`src/rtl/vga_sync_gen_if.sv`:
```
// Timing outputs of the VGA sync generator, bundled for the compositor side.
// frame_cnt exists only when VGA_FRAME_CNT_EN is defined.
interface vga_sync_gen_if;
  logic        pclk_en;
  logic [9:0]  h_cnt;
  logic [9:0]  v_cnt;
  logic        hsync;
  logic        vsync;
  logic        vga_valid;
  logic        frame_start;
`ifdef VGA_FRAME_CNT_EN
  logic [15:0] frame_cnt;
`endif

  modport master (
    output pclk_en, h_cnt, v_cnt, hsync, vsync, vga_valid, frame_start
`ifdef VGA_FRAME_CNT_EN
    , output frame_cnt
`endif
  );

  modport slave (
    input pclk_en, h_cnt, v_cnt, hsync, vsync, vga_valid, frame_start
`ifdef VGA_FRAME_CNT_EN
    , input frame_cnt
`endif
  );
endinterface

```
`src/rtl/vga_sync_gen.sv`:
```
// VGA raster timing generator: pixel-clock divider, h/v counters, registered sync/valid/frame strobes.
// Optional 16-bit frame counter enabled by defining VGA_FRAME_CNT_EN.
module vga_sync_gen #(
  parameter int H_ACTIVE = 640,
  parameter int H_FP     = 16,
  parameter int H_SYNC   = 96,
  parameter int H_BP     = 48,
  parameter int V_ACTIVE = 480,
  parameter int V_FP     = 10,
  parameter int V_SYNC   = 2,
  parameter int V_BP     = 33,
  parameter int CLK_DIV  = 4
) (
  input  logic           clk,
  input  logic           rst_n,
  vga_sync_gen_if.master vga
);

  localparam int H_TOTAL = H_ACTIVE + H_FP + H_SYNC + H_BP;
  localparam int V_TOTAL = V_ACTIVE + V_FP + V_SYNC + V_BP;
  localparam int DIV_W   = (CLK_DIV > 1) ? $clog2(CLK_DIV) : 1;

  localparam logic [DIV_W-1:0] DIV_LAST = DIV_W'(CLK_DIV - 1);
  localparam logic [9:0] H_LAST   = 10'(H_TOTAL - 1);
  localparam logic [9:0] V_LAST   = 10'(V_TOTAL - 1);
  localparam logic [9:0] H_VIS    = 10'(H_ACTIVE);
  localparam logic [9:0] V_VIS    = 10'(V_ACTIVE);
  localparam logic [9:0] HS_FIRST = 10'(H_ACTIVE + H_FP);
  localparam logic [9:0] HS_LAST  = 10'(H_ACTIVE + H_FP + H_SYNC - 1);
  localparam logic [9:0] VS_FIRST = 10'(V_ACTIVE + V_FP);
  localparam logic [9:0] VS_LAST  = 10'(V_ACTIVE + V_FP + V_SYNC - 1);

  if (H_TOTAL > 1024 || V_TOTAL > 1024) begin : g_size_err
    $error("vga_sync_gen: H_TOTAL/V_TOTAL above 1024 do not fit the 10-bit counters");
  end
  if (CLK_DIV < 1) begin : g_div_err
    $error("vga_sync_gen: CLK_DIV must be 1 or more");
  end

  logic [DIV_W-1:0] div_q, div_d;
  logic [9:0]       h_cnt_q, h_cnt_d;
  logic [9:0]       v_cnt_q, v_cnt_d;
  logic             pclk_en_q, pclk_en_d;
  logic             hsync_q, hsync_d;
  logic             vsync_q, vsync_d;
  logic             vga_valid_q, vga_valid_d;
  logic             frame_start_q, frame_start_d;

  // Decodes use the next counter values so the registered strobes line up with the counters.
  always_comb begin
    div_d         = (div_q == DIV_LAST) ? '0 : div_q + DIV_W'(1);
    pclk_en_d     = (div_d == DIV_LAST);
    h_cnt_d       = h_cnt_q;
    v_cnt_d       = v_cnt_q;
    frame_start_d = 1'b0;
    if (pclk_en_q) begin
      if (h_cnt_q == H_LAST) begin
        h_cnt_d = '0;
        if (v_cnt_q == V_LAST) begin
          v_cnt_d       = '0;
          frame_start_d = 1'b1;
        end else begin
          v_cnt_d = v_cnt_q + 10'd1;
        end
      end else begin
        h_cnt_d = h_cnt_q + 10'd1;
      end
    end
    hsync_d     = !((h_cnt_d >= HS_FIRST) && (h_cnt_d <= HS_LAST));
    vsync_d     = !((v_cnt_d >= VS_FIRST) && (v_cnt_d <= VS_LAST));
    vga_valid_d = (h_cnt_d < H_VIS) && (v_cnt_d < V_VIS);
  end

  always_ff @(posedge clk) begin
    if (!rst_n) begin
      div_q         <= '0;
      h_cnt_q       <= '0;
      v_cnt_q       <= '0;
      pclk_en_q     <= 1'b0;
      hsync_q       <= 1'b1;
      vsync_q       <= 1'b1;
      vga_valid_q   <= 1'b0;
      frame_start_q <= 1'b0;
    end else begin
      div_q         <= div_d;
      h_cnt_q       <= h_cnt_d;
      v_cnt_q       <= v_cnt_d;
      pclk_en_q     <= pclk_en_d;
      hsync_q       <= hsync_d;
      vsync_q       <= vsync_d;
      vga_valid_q   <= vga_valid_d;
      frame_start_q <= frame_start_d;
    end
  end

`ifdef VGA_FRAME_CNT_EN
  logic [15:0] frame_cnt_q, frame_cnt_d;

  always_comb begin
    frame_cnt_d = frame_start_d ? frame_cnt_q + 16'd1 : frame_cnt_q;
  end

  always_ff @(posedge clk) begin
    if (!rst_n) frame_cnt_q <= '0;
    else        frame_cnt_q <= frame_cnt_d;
  end

  assign vga.frame_cnt = frame_cnt_q;
`endif

  assign vga.pclk_en     = pclk_en_q;
  assign vga.h_cnt       = h_cnt_q;
  assign vga.v_cnt       = v_cnt_q;
  assign vga.hsync       = hsync_q;
  assign vga.vsync       = vsync_q;
  assign vga.vga_valid   = vga_valid_q;
  assign vga.frame_start = frame_start_q;

endmodule

```
`src/flat_wrapper.sv`:
```
// flat-port wrapper written by rule: the top's interface ports become plain ports
module vga_sync_gen_flat 
#(
  parameter int H_ACTIVE = 640,
  parameter int H_FP     = 16,
  parameter int H_SYNC   = 96,
  parameter int H_BP     = 48,
  parameter int V_ACTIVE = 480,
  parameter int V_FP     = 10,
  parameter int V_SYNC   = 2,
  parameter int V_BP     = 33,
  parameter int CLK_DIV  = 4
)
  (clk, rst_n, vga_pclk_en, vga_h_cnt, vga_v_cnt, vga_hsync, vga_vsync, vga_vga_valid, vga_frame_start);
  vga_sync_gen_if vga_i ();
  input  logic clk;
  input  logic rst_n;
  output wire logic [$bits(vga_i.pclk_en)-1:0] vga_pclk_en;
  output wire logic [$bits(vga_i.h_cnt)-1:0] vga_h_cnt;
  output wire logic [$bits(vga_i.v_cnt)-1:0] vga_v_cnt;
  output wire logic [$bits(vga_i.hsync)-1:0] vga_hsync;
  output wire logic [$bits(vga_i.vsync)-1:0] vga_vsync;
  output wire logic [$bits(vga_i.vga_valid)-1:0] vga_vga_valid;
  output wire logic [$bits(vga_i.frame_start)-1:0] vga_frame_start;
  assign vga_pclk_en = vga_i.pclk_en;
  assign vga_h_cnt = vga_i.h_cnt;
  assign vga_v_cnt = vga_i.v_cnt;
  assign vga_hsync = vga_i.hsync;
  assign vga_vsync = vga_i.vsync;
  assign vga_vga_valid = vga_i.vga_valid;
  assign vga_frame_start = vga_i.frame_start;
  vga_sync_gen #(.H_ACTIVE(H_ACTIVE), .H_FP(H_FP), .H_SYNC(H_SYNC), .H_BP(H_BP), .V_ACTIVE(V_ACTIVE), .V_FP(V_FP), .V_SYNC(V_SYNC), .V_BP(V_BP), .CLK_DIV(CLK_DIV)) u_core (.clk(clk), .rst_n(rst_n), .vga(vga_i));
endmodule
```
`config.mk`:
```
export PLATFORM = sky130hd
export DESIGN_NAME = vga_sync_gen_flat
export DESIGN_NICKNAME = d
export VERILOG_FILES = /design/src/rtl/vga_sync_gen_if.sv /design/src/rtl/vga_sync_gen.sv /design/src/flat_wrapper.sv
export SDC_FILE = /design/constraint.sdc
export NUM_CORES = 1
export LEC_CHECK = 0
export ABC_AREA = 1
export CORE_MARGIN = 2
export CORE_UTILIZATION = 35
export DETAILED_ROUTE_END_ITERATION = 8
export DONT_BUFFER_PORTS = 1
export PLACE_DENSITY = 0.52
export SLEW_MARGIN = 20
export SYNTH_ARGS = -nofsm -noshare
export SYNTH_HDL_FRONTEND = slang
export SYNTH_SLANG_ARGS = --single-unit
```
`constraint.sdc`:
```
create_clock -name clk -period 4.1 [get_ports clk]
set_input_delay 1.025 -clock clk [delete_from_list [all_inputs] [get_ports clk]]
set_output_delay 1.025 -clock clk [all_outputs]
set_load 0.005 [all_outputs]
```
Yosys cells after proc, flatten, opt, wreduce, memory -nomap -nowiden
Index checks and enable logic that the tools add are counted.

cells by class
  $lt $le $gt $ge = 6
  div/mod/pow operators = 0
  bitwise gates (word level) = 0
  mux-type cells = 7
  $add $sub $neg = 3
  multipliers = 0
  equality and inequality tests = 4
  reductions and logical operators = 6
  shift-type cells = 0

operator list
  kind                   number
  $mux 10                5
  $add 10x1->10 const B  2
  $eq 10x10->1 const B   2
  $ge 10x10->1 const B   1
  $ge 10x9->1 const B    1
  $le 10x10->1 const B   1
  $le 10x9->1 const B    1
  $lt 10x10->1 const B   1
  $lt 10x9->1 const B    1
  $eq 2x2->1 const B     2
  $logic_and 1x1->1      3
  $reduce_and 3->1       1
  $add 2x1->2 const B    1
  $logic_not 1->1        2
  $mux 2                 1
  $mux 1                 1

word-level totals
  RAM bits = 0
  bits in latches = 0
  flip-flop bits (word level) = 27
  output and inout port bits = 25
  memories kept = 0
  bits in read-only memories = 0
  word-level logic and storage cells = 34

Depth between registers and ports, before layout
Gate-level depths: netlist (run 1).

  depth in word-level cells = 7
  gate-level depth with buffers = 13
  depth with buffers taken out = 12

Least setup slack after synthesis (run 1)
No wires, ideal clock.

  kind = input-to-reg
  from = in rst_n
  to = reg u_core.hsync_q (netlist: u_core.vga.hsync)
  stages = 4
  buffers on the path = 1
  data arrival time = 1543 ps
  path slack = 2494 ps
  library setup time = 64 ps
  data required time = 4036 ps
  cells stage by stage = inv_1 > clkbuf_1 > nor2_1 > nand4_1

RTL lines
  what                  line                source
  from (decl)           flat_wrapper.sv:17  input logic rst_n;
  to (signal assigned)  vga_sync_gen.sv:89  hsync_q <= hsync_d;
  to (decl)             vga_sync_gen.sv:44  logic hsync_q, hsync_d;

Final worst setup path (run 1)
  from = reg u_core.h_cnt_q[1] (netlist: u_core.vga.h_cnt[1])
  to = reg u_core.vsync_q (netlist: u_core.vga.vsync)

on the way
  longest elaborated chain between the ends = 6
  elaborated cells between the ends (all ways) = 7
  classes of those cells = order compare: 2; eq/ne: 1; mux: 2; reduce/logical: 2

RTL lines
  what                                        line                source
  from (decl)                                 vga_sync_gen.sv:41  logic [9:0] h_cnt_q, h_cnt_d;
  from (signal assigned)                      vga_sync_gen.sv:86  h_cnt_q <= h_cnt_d;
  $eq 10x10->1 *                              vga_sync_gen.sv:57  if (h_cnt_q == H_LAST) begin
  $mux 10 *                                   vga_sync_gen.sv:57
  $mux 10 *                                   vga_sync_gen.sv:56  if (pclk_en_q) begin
  $ge 10x9->1 or $le 10x9->1 (tied branches)  vga_sync_gen.sv:70  vsync_d = !((v_cnt_d >= VS_FIRST) && (v_cnt_d <= VS_LAST));
  $logic_and 1x1->1 *                         vga_sync_gen.sv:70
  $logic_not 1->1 *                           vga_sync_gen.sv:70
  to (signal assigned)                        vga_sync_gen.sv:90  vsync_q <= vsync_d;
  to (decl)                                   vga_sync_gen.sv:45  logic vsync_q, vsync_d;

Mark *: on every way between the ends. The rest lies on a longest branch, timed or not.
A chain may end at the register's enable or synchronous reset.

==> qor.yml, run 1 <==
die:
  die_x_microns: 68.2
  start_util: 0.363
  dieArea_sq_um: 4650
  rows: 23
  io-pin-count: 27
  dieHeight_microns: 68.2
  coreArea_sq_um: 3970
cts:
  cts_resized: 0
  cts_buffers: 3
  hold_buffers: 0
  cts_max_level: 1
  postCtsSetupRepairBufs: 0
  clock_latency_ps: 270
  cts.sinks: 27
  clk_path_buf_depth: 2
  clock-root-buffer: "clkbuf_8"
  path_clk_slew_ps: 90
  cts_tree: "done"
grt:
  track_usage: 0.151
  overflow: 0
  grt_pass1_wl_microns: 5280
  grt_pass1_vias: 1140
  antenna_found_initial: 0
  grt_max_degree: 22
power_and_ir_drop:
  cellPowerDensity_nw_per_um2: 290
  power_frac_seq: 0.618
  p_switching_mw: 0.100
  p_comb_frac: 0.037
  pwr-share-clk: 0.345
  power.leakage_nw: 0.612
  p_int_mw: 0.342
  max-vdd-ir-drop_uv: 142
  swShare: 0.227
  finalPower_mw: 0.443
sta:
  fin_crit_ps: 2060
  finalCritPeriodShare: 0.503
  hold_ws_ps: 454
  setup_violations: 0
  final-hold-violation-count: 0
  rsz0062_at_grt: "no"
  setup_tns_ps: 0
  clock_skew_ps: 2.45
  maxSlewViolCount: 0
  slew_headroom: 0.531
  fmaxAchievable_mhz: 484
  worst_pin_slew_ps: 702
run:
  drv_cap: 0
place:
  dp_hpwl_microns: 2490
  gp_congestion: 0.788
  numPortBuffers: 0
critical_path:
  critPathMaxFanout: 11
  worst_ep_required_time_ps: 4270
  crit_path_end: "u_core.vga.vsync"
  r2r_cells: 10
  startpoint: "u_core.vga.h_cnt[1]"
  r2r_start: "u_core.vga.h_cnt[1]"
  crit_type: "register to register"
  cp.arrival_ps: 2230
  startpoint_type: "register"
  r2r_setup_slack_ps: 2040
  cp-end-kind: "register"
  reg2reg_to: "u_core.vga.vsync"
yosys:
  synth_compound_area_frac: 0.0520
  synth_xor_area_frac: 0.0121
  ys_types: 21
  syn_avg_cell_area_sq_um: 6.59
  synth_top_family_by_area: "simple AND/OR/NAND/NOR gates"
  synth_top_area_share: 0.375
  netlist_area_sq_um: 1440
  ys_warn_count: 0
  synth.ff_latch_count: 27
  synthAdderAreaFrac: 0.0434
  yosysSeqAreaShare: 0.375
  synth_top_area_cell: "dfxtp_1"
  yosys.area_share.simple: 0.426
  synthMuxAreaShare: 0
  synth_area_leaders: "dfxtp_1, nand2_1, nor2_1, inv_1, nand3_1"
  syn-instance-count: 219
  syn-num-nets: 226
route:
  drt-pass1-iter-count: 4
  vias: 1272
  wire_per_inst_microns: 12.0
  remaining_drc_errors: 0
  wirelength_microns: 3220
  first_iter_violations: 48
  ant_nets: 0
  viasPerCell: 4.73
outcome:
  status: "finished clean"
hold_path:
  hold_path_class: "register to register"
cells_and_area:
  mostFrequentLayoutCell: "nand2_1"
  area_delta_synth_final_pct: 5.81
  mostFrequentLayoutCells: "nand2_1, nor2_1, inv_1"
  drive_gt1_frac: 0.0548
  n_fill_cell: 444
  nets: 227
  diodes: 0
-- worst max-delay path: stages (launching register included) --
cell     delay, ps
dfxtp_1        410
ha_1           190
nand2_1        100
nor2_4         120
nand3_2        120
nor2_2         370
nand2_1        240
nand3_2        160
nand2_1         60
nor2_1         110
nand3_1         70
-- through the flow --
step | util | worst slack, ps | instances | instance area (sq um)
after CTS | 0.384 | 1970 | 269 | 1530
after global placement | 0.373 | 2070 | 265 | 1480
after detailed placement | 0.373 | 2000 | 265 | 1480
final | 0.384 | 2040 | 269 | 1530
after floorplan | - | 2490 | 219 | 1440
after global routing | 0.384 | 1690 | 269 | 1530
-- synth_stat cells --
master and n:
nand2_1 57, clkbuf_1 2, a21oi_1 5, nand3_1 18, o21ai_0 7, buf_6 1, nand3_2 2, nor2_4 1
inv_1 29, nand2_2 2, nand3_4 1, dfxtp_1 27, nand4_1 6, xnor2_1 2, nand3b_1 2, ha_1 5
nor2_1 42, nor2_2 3, nor3_1 4, o21bai_1 2, buf_2 1
-- power by group through the flow --
stage               logic (mW)  clock network (mW)  registers, mW
CTS                     0.0165               0.160          0.274
global placement        0.0168                   0          0.280
detailed placement      0.0163                   0          0.280
floorplan               0.0150                   0          0.277
finish                  0.0163               0.153          0.273
global route            0.0198               0.173          0.275
-- state kept, by name (all words and copies together) (netlist names) --
signal                  flops
u_core.vga.v_cnt           10
u_core.vga.frame_start      1
u_core.vga.hsync            1
u_core.div_q                2
u_core.vga.vga_valid        1
u_core.vga.h_cnt           10
u_core.vga.vsync            1
u_core.vga.pclk_en          1
-- cell families (layout without fill, tap and decap cells) --
logic type | Yosys count | after routing
buffers and inverters | 33 | 33
flip-flops | 27 | 27
adder cells (fa/ha/maj) | 5 | 5
AND/OR/NAND/NOR | 138 | 138
XOR/XNOR | 2 | 2
AO/OA/AOI/OAI | 14 | 14
-- area by class of cell --
class	instances	area [sq um]	share of cell area
Clock buffer	4	45.0	0.0295
Sequential cell	27	541	0.354
Inverter	29	109	0.0713
Multi-Input combinational cell	159	769	0.504
Tap cell	50	62.6	0.0410
-- worst min-delay path by stage --
stage,from,end,slack (ps),depth (start not counted)
2_1_floorplan,u_core.div_q[0],u_core.div_q[0],430,1
3_3_place_gp,u_core.div_q[0],u_core.div_q[0],450,1
3_5_place_dp,u_core.div_q[0],u_core.div_q[0],450,1
4_1_cts,u_core.div_q[0],u_core.div_q[0],460,1
5_1_grt,u_core.div_q[0],u_core.div_q[0],480,1
6_report,u_core.div_q[0],u_core.div_q[0],450,1
-- layer usage --
metal / share of wire / track usage
met5: 0 / 0
met4: 0.0087 / 0.0450
met3: 0.056 / 0.0411
met2: 0.40 / 0.206
met1: 0.54 / 0.227
Note: power is estimated with default switching activity, not from simulation.
==> inputs of run 2 (changes only) <==
--- a/config.mk
+++ b/config.mk
@@ -10,7 +10,7 @@
 export CORE_UTILIZATION = 35
 export DETAILED_ROUTE_END_ITERATION = 8
 export DONT_BUFFER_PORTS = 1
-export PLACE_DENSITY = 0.52
+export PLACE_DENSITY = 0.54
 export SLEW_MARGIN = 20
 export SYNTH_ARGS = -nofsm -noshare
 export SYNTH_HDL_FRONTEND = slang
==> constraint.sdc (replaced) <==
create_clock -name clk -period 1.7 [get_ports clk]
set_input_delay 0.425 -clock clk [delete_from_list [all_inputs] [get_ports clk]]
set_output_delay 0.425 -clock clk [all_outputs]
set_load 0.005 [all_outputs]
==> run 2 against run 1 <==
Die area stayed put. Wire length is 18% higher. Via count is 13% higher. Sequential share of layout area is 7.0 points lower. Worst hold slack worse by 200 ps. Critical path depth is 1 higher. Largest cell class unchanged. Sequential power is 140% higher. Clock skew is 0.90 ps higher. Utilization is 9.8 points higher. Final area is 26% higher. Final cell count is 13% higher.
==> qor.yml, run 2 (synthesis gave the netlist of run 1 again) <==
place:
  pre_cts_ws_ps: -119  # was 2000 ps
  dp_hpwl_microns: 2790  # was 2490 microns
  gp_congestion: 0.885  # was 0.788
  numPortBuffers: 0  # unchanged
  dp_cells: 297  # was 265
route:
  first_iter_violations: 94  # was 48
  wire_per_inst_microns: 12.5  # was 12.0 microns
  vias: 1442  # was 1272
  wirelength_microns: 3810  # was 3220 microns
  remaining_drc_errors: 0  # unchanged
  drt-pass1-iter-count: 5  # was 4
  viasPerCell: 4.73  # about the same
  ant_nets: 0  # unchanged
grt:
  grt_pass1_vias: 1325  # was 1140
  track_usage: 0.173  # was 0.151
  overflow: 0  # unchanged
  grt_max_degree: 22  # unchanged
  grt_pass1_wl_microns: 6020  # was 5280 microns
  antenna_found_initial: 0  # unchanged
power_and_ir_drop:
  cellPowerDensity_nw_per_um2: 566  # was 290 nW/um^2
  p_comb_frac: 0.053  # was 0.037
  power.leakage_nw: 0.825  # was 0.612 nW
  p_switching_mw: 0.254  # was 0.100 mW
  swShare: 0.234  # was 0.227
  p_int_mw: 0.831  # was 0.342 mW
  power_frac_seq: 0.604  # was 0.618
  max-vdd-ir-drop_uv: 336  # was 142 uV
  finalPower_mw: 1.09  # was 0.443 mW
  pwr-share-clk: 0.344  # was 0.345
sta:
  clock_skew_ps: 3.35  # was 2.45 ps
  setup_violations: 0  # unchanged
  maxSlewViolCount: 0  # unchanged
  fmaxAchievable_mhz: 596  # was 484 MHz
  slew_headroom: 0.519  # was 0.531
  rsz0062_at_grt: "yes"  # was no
  worst_pin_slew_ps: 720  # was 702 ps
  worst_slack_ps: 23.5  # was 2040 ps
  final-hold-violation-count: 0  # unchanged
  finalCritPeriodShare: 0.986  # was 0.503
  fin_crit_ps: 1680  # was 2060 ps
critical_path:
  cp.arrival_ps: 1840  # was 2230 ps
  cp-end-kind: "register"  # unchanged
  worst_ep_required_time_ps: 1870  # was 4270 ps
  critPathMaxFanout: 4  # was 11
  crit_type: "register to register"  # unchanged
  startpoint_type: "register"  # unchanged
cts:
  cts_tree: "done"  # unchanged
  path_clk_slew_ps: 100  # was 90 ps
  hold_buffers: 0  # unchanged
  clk_path_buf_depth: 2  # unchanged
  cts.sinks: 27  # unchanged
  clock_latency_ps: 270  # about the same
  clock-root-buffer: "clkbuf_8"  # unchanged
  cts_max_level: 1  # unchanged
  cts_buffers: 3  # unchanged
die:
  coreArea_sq_um: 3970  # unchanged
  io-pin-count: 27  # unchanged
  dieArea_sq_um: 4650  # unchanged
  rows: 23  # unchanged
  die_x_microns: 68.2  # unchanged
  dieHeight_microns: 68.2  # unchanged
  start_util: 0.363  # unchanged
run:
  drv_cap: 0  # unchanged
cells_and_area:
  area_delta_synth_final_pct: 32.9  # was 5.81%
  drive_gt1_frac: 0.290  # was 0.0548
  fin_cells: 305  # was 269
  mostFrequentLayoutCell: "nand2_1"  # unchanged
  mostFrequentLayoutCells: "nand2_1, nor2_1, buf_4"  # was nand2_1, nor2_1, inv_1
  nets: 263  # was 227
  diodes: 0  # unchanged
outcome:
  status: "finished clean"  # unchanged
hold_path:
  hold_path_class: "primary input to register"  # was register to register
run 2: cell count changes in the layout (fill, tap and decap cells not counted), sizes merged:
cell and change:
clkinv +1, buf +36, clkbuf -1
run 2: power by group through the flow:
stage	sequential (mW)	combinational, mW	clock, mW
global placement	0.668	0.0542	0
floorplan	0.668	0.0362	0
detailed placement	0.668	0.0540	0
global route	0.657	0.0686	0.413
CTS	0.655	0.0553	0.391
finish	0.655	0.0573	0.373
run 2: per-layer routing:
metal  GRT usage  vias up  routed length, microns
met5           0        -                       0
met1       0.240      644                    1850
met2       0.257       34                    1680
met4      0.0650        0                      27
li1            -      762                       -
met3      0.0461        2                     249
run 2: stage by stage:
stage | hold WS, ps | cell area [sq um] | TNS [ps] | utilization
after floorplan | 428 | 1440 | 0 | -
after global placement | 443 | 1720 | -243 | 0.434
after detailed placement | 449 | 1720 | -185 | 0.434
after CTS | 245 | 1840 | 0 | 0.462
after global routing | 255 | 1920 | -326 | 0.483
final | 251 | 1920 | 0 | 0.483
run 2: path summary, 6_finish.rpt:
| check | depth (start not counted) | slack [ps] | endpoint | start |
|---|---|---|---|---|
| max reg2reg | 11 | 20 | u_core.vga.vsync | u_core.vga.h_cnt[0] |
| min | 2 | 250 | u_core.vga.pclk_en | rst_n |
| min reg2reg | 1 | 460 | u_core.div_q[0] | u_core.div_q[0] |
| max | 11 | 20 | u_core.vga.vsync | u_core.vga.h_cnt[0] |
run 2: layout make-up:
class / count / area [sq um]
Fill cell: 425 / 2050
Timing Repair Buffer: 36 / 278
Clock buffer: 3 / 41.3
Inverter: 29 / 109
Multi-Input combinational cell: 159 / 876
Tap cell: 50 / 62.6
Sequential cell: 27 / 546
Clock inverter: 1 / 5.00
run 2: critical path, stage by stage, from the launching register on:
cell and delay, ps:
dfxtp_2 360, ha_4 150, nand2_4 60, nor2_4 140, nand4_1 140, buf_4 180
o21bai_1 130, nand2_1 100, inv_1 70, nand3_1 70, nor2_1 100, nand3_1 70
run 2: what timing repair did:
item,in CTS,in global routing
setup endpoints to repair,2,8
gates resized for setup,14,22
setup buffers,3,1
pin swaps,6,9
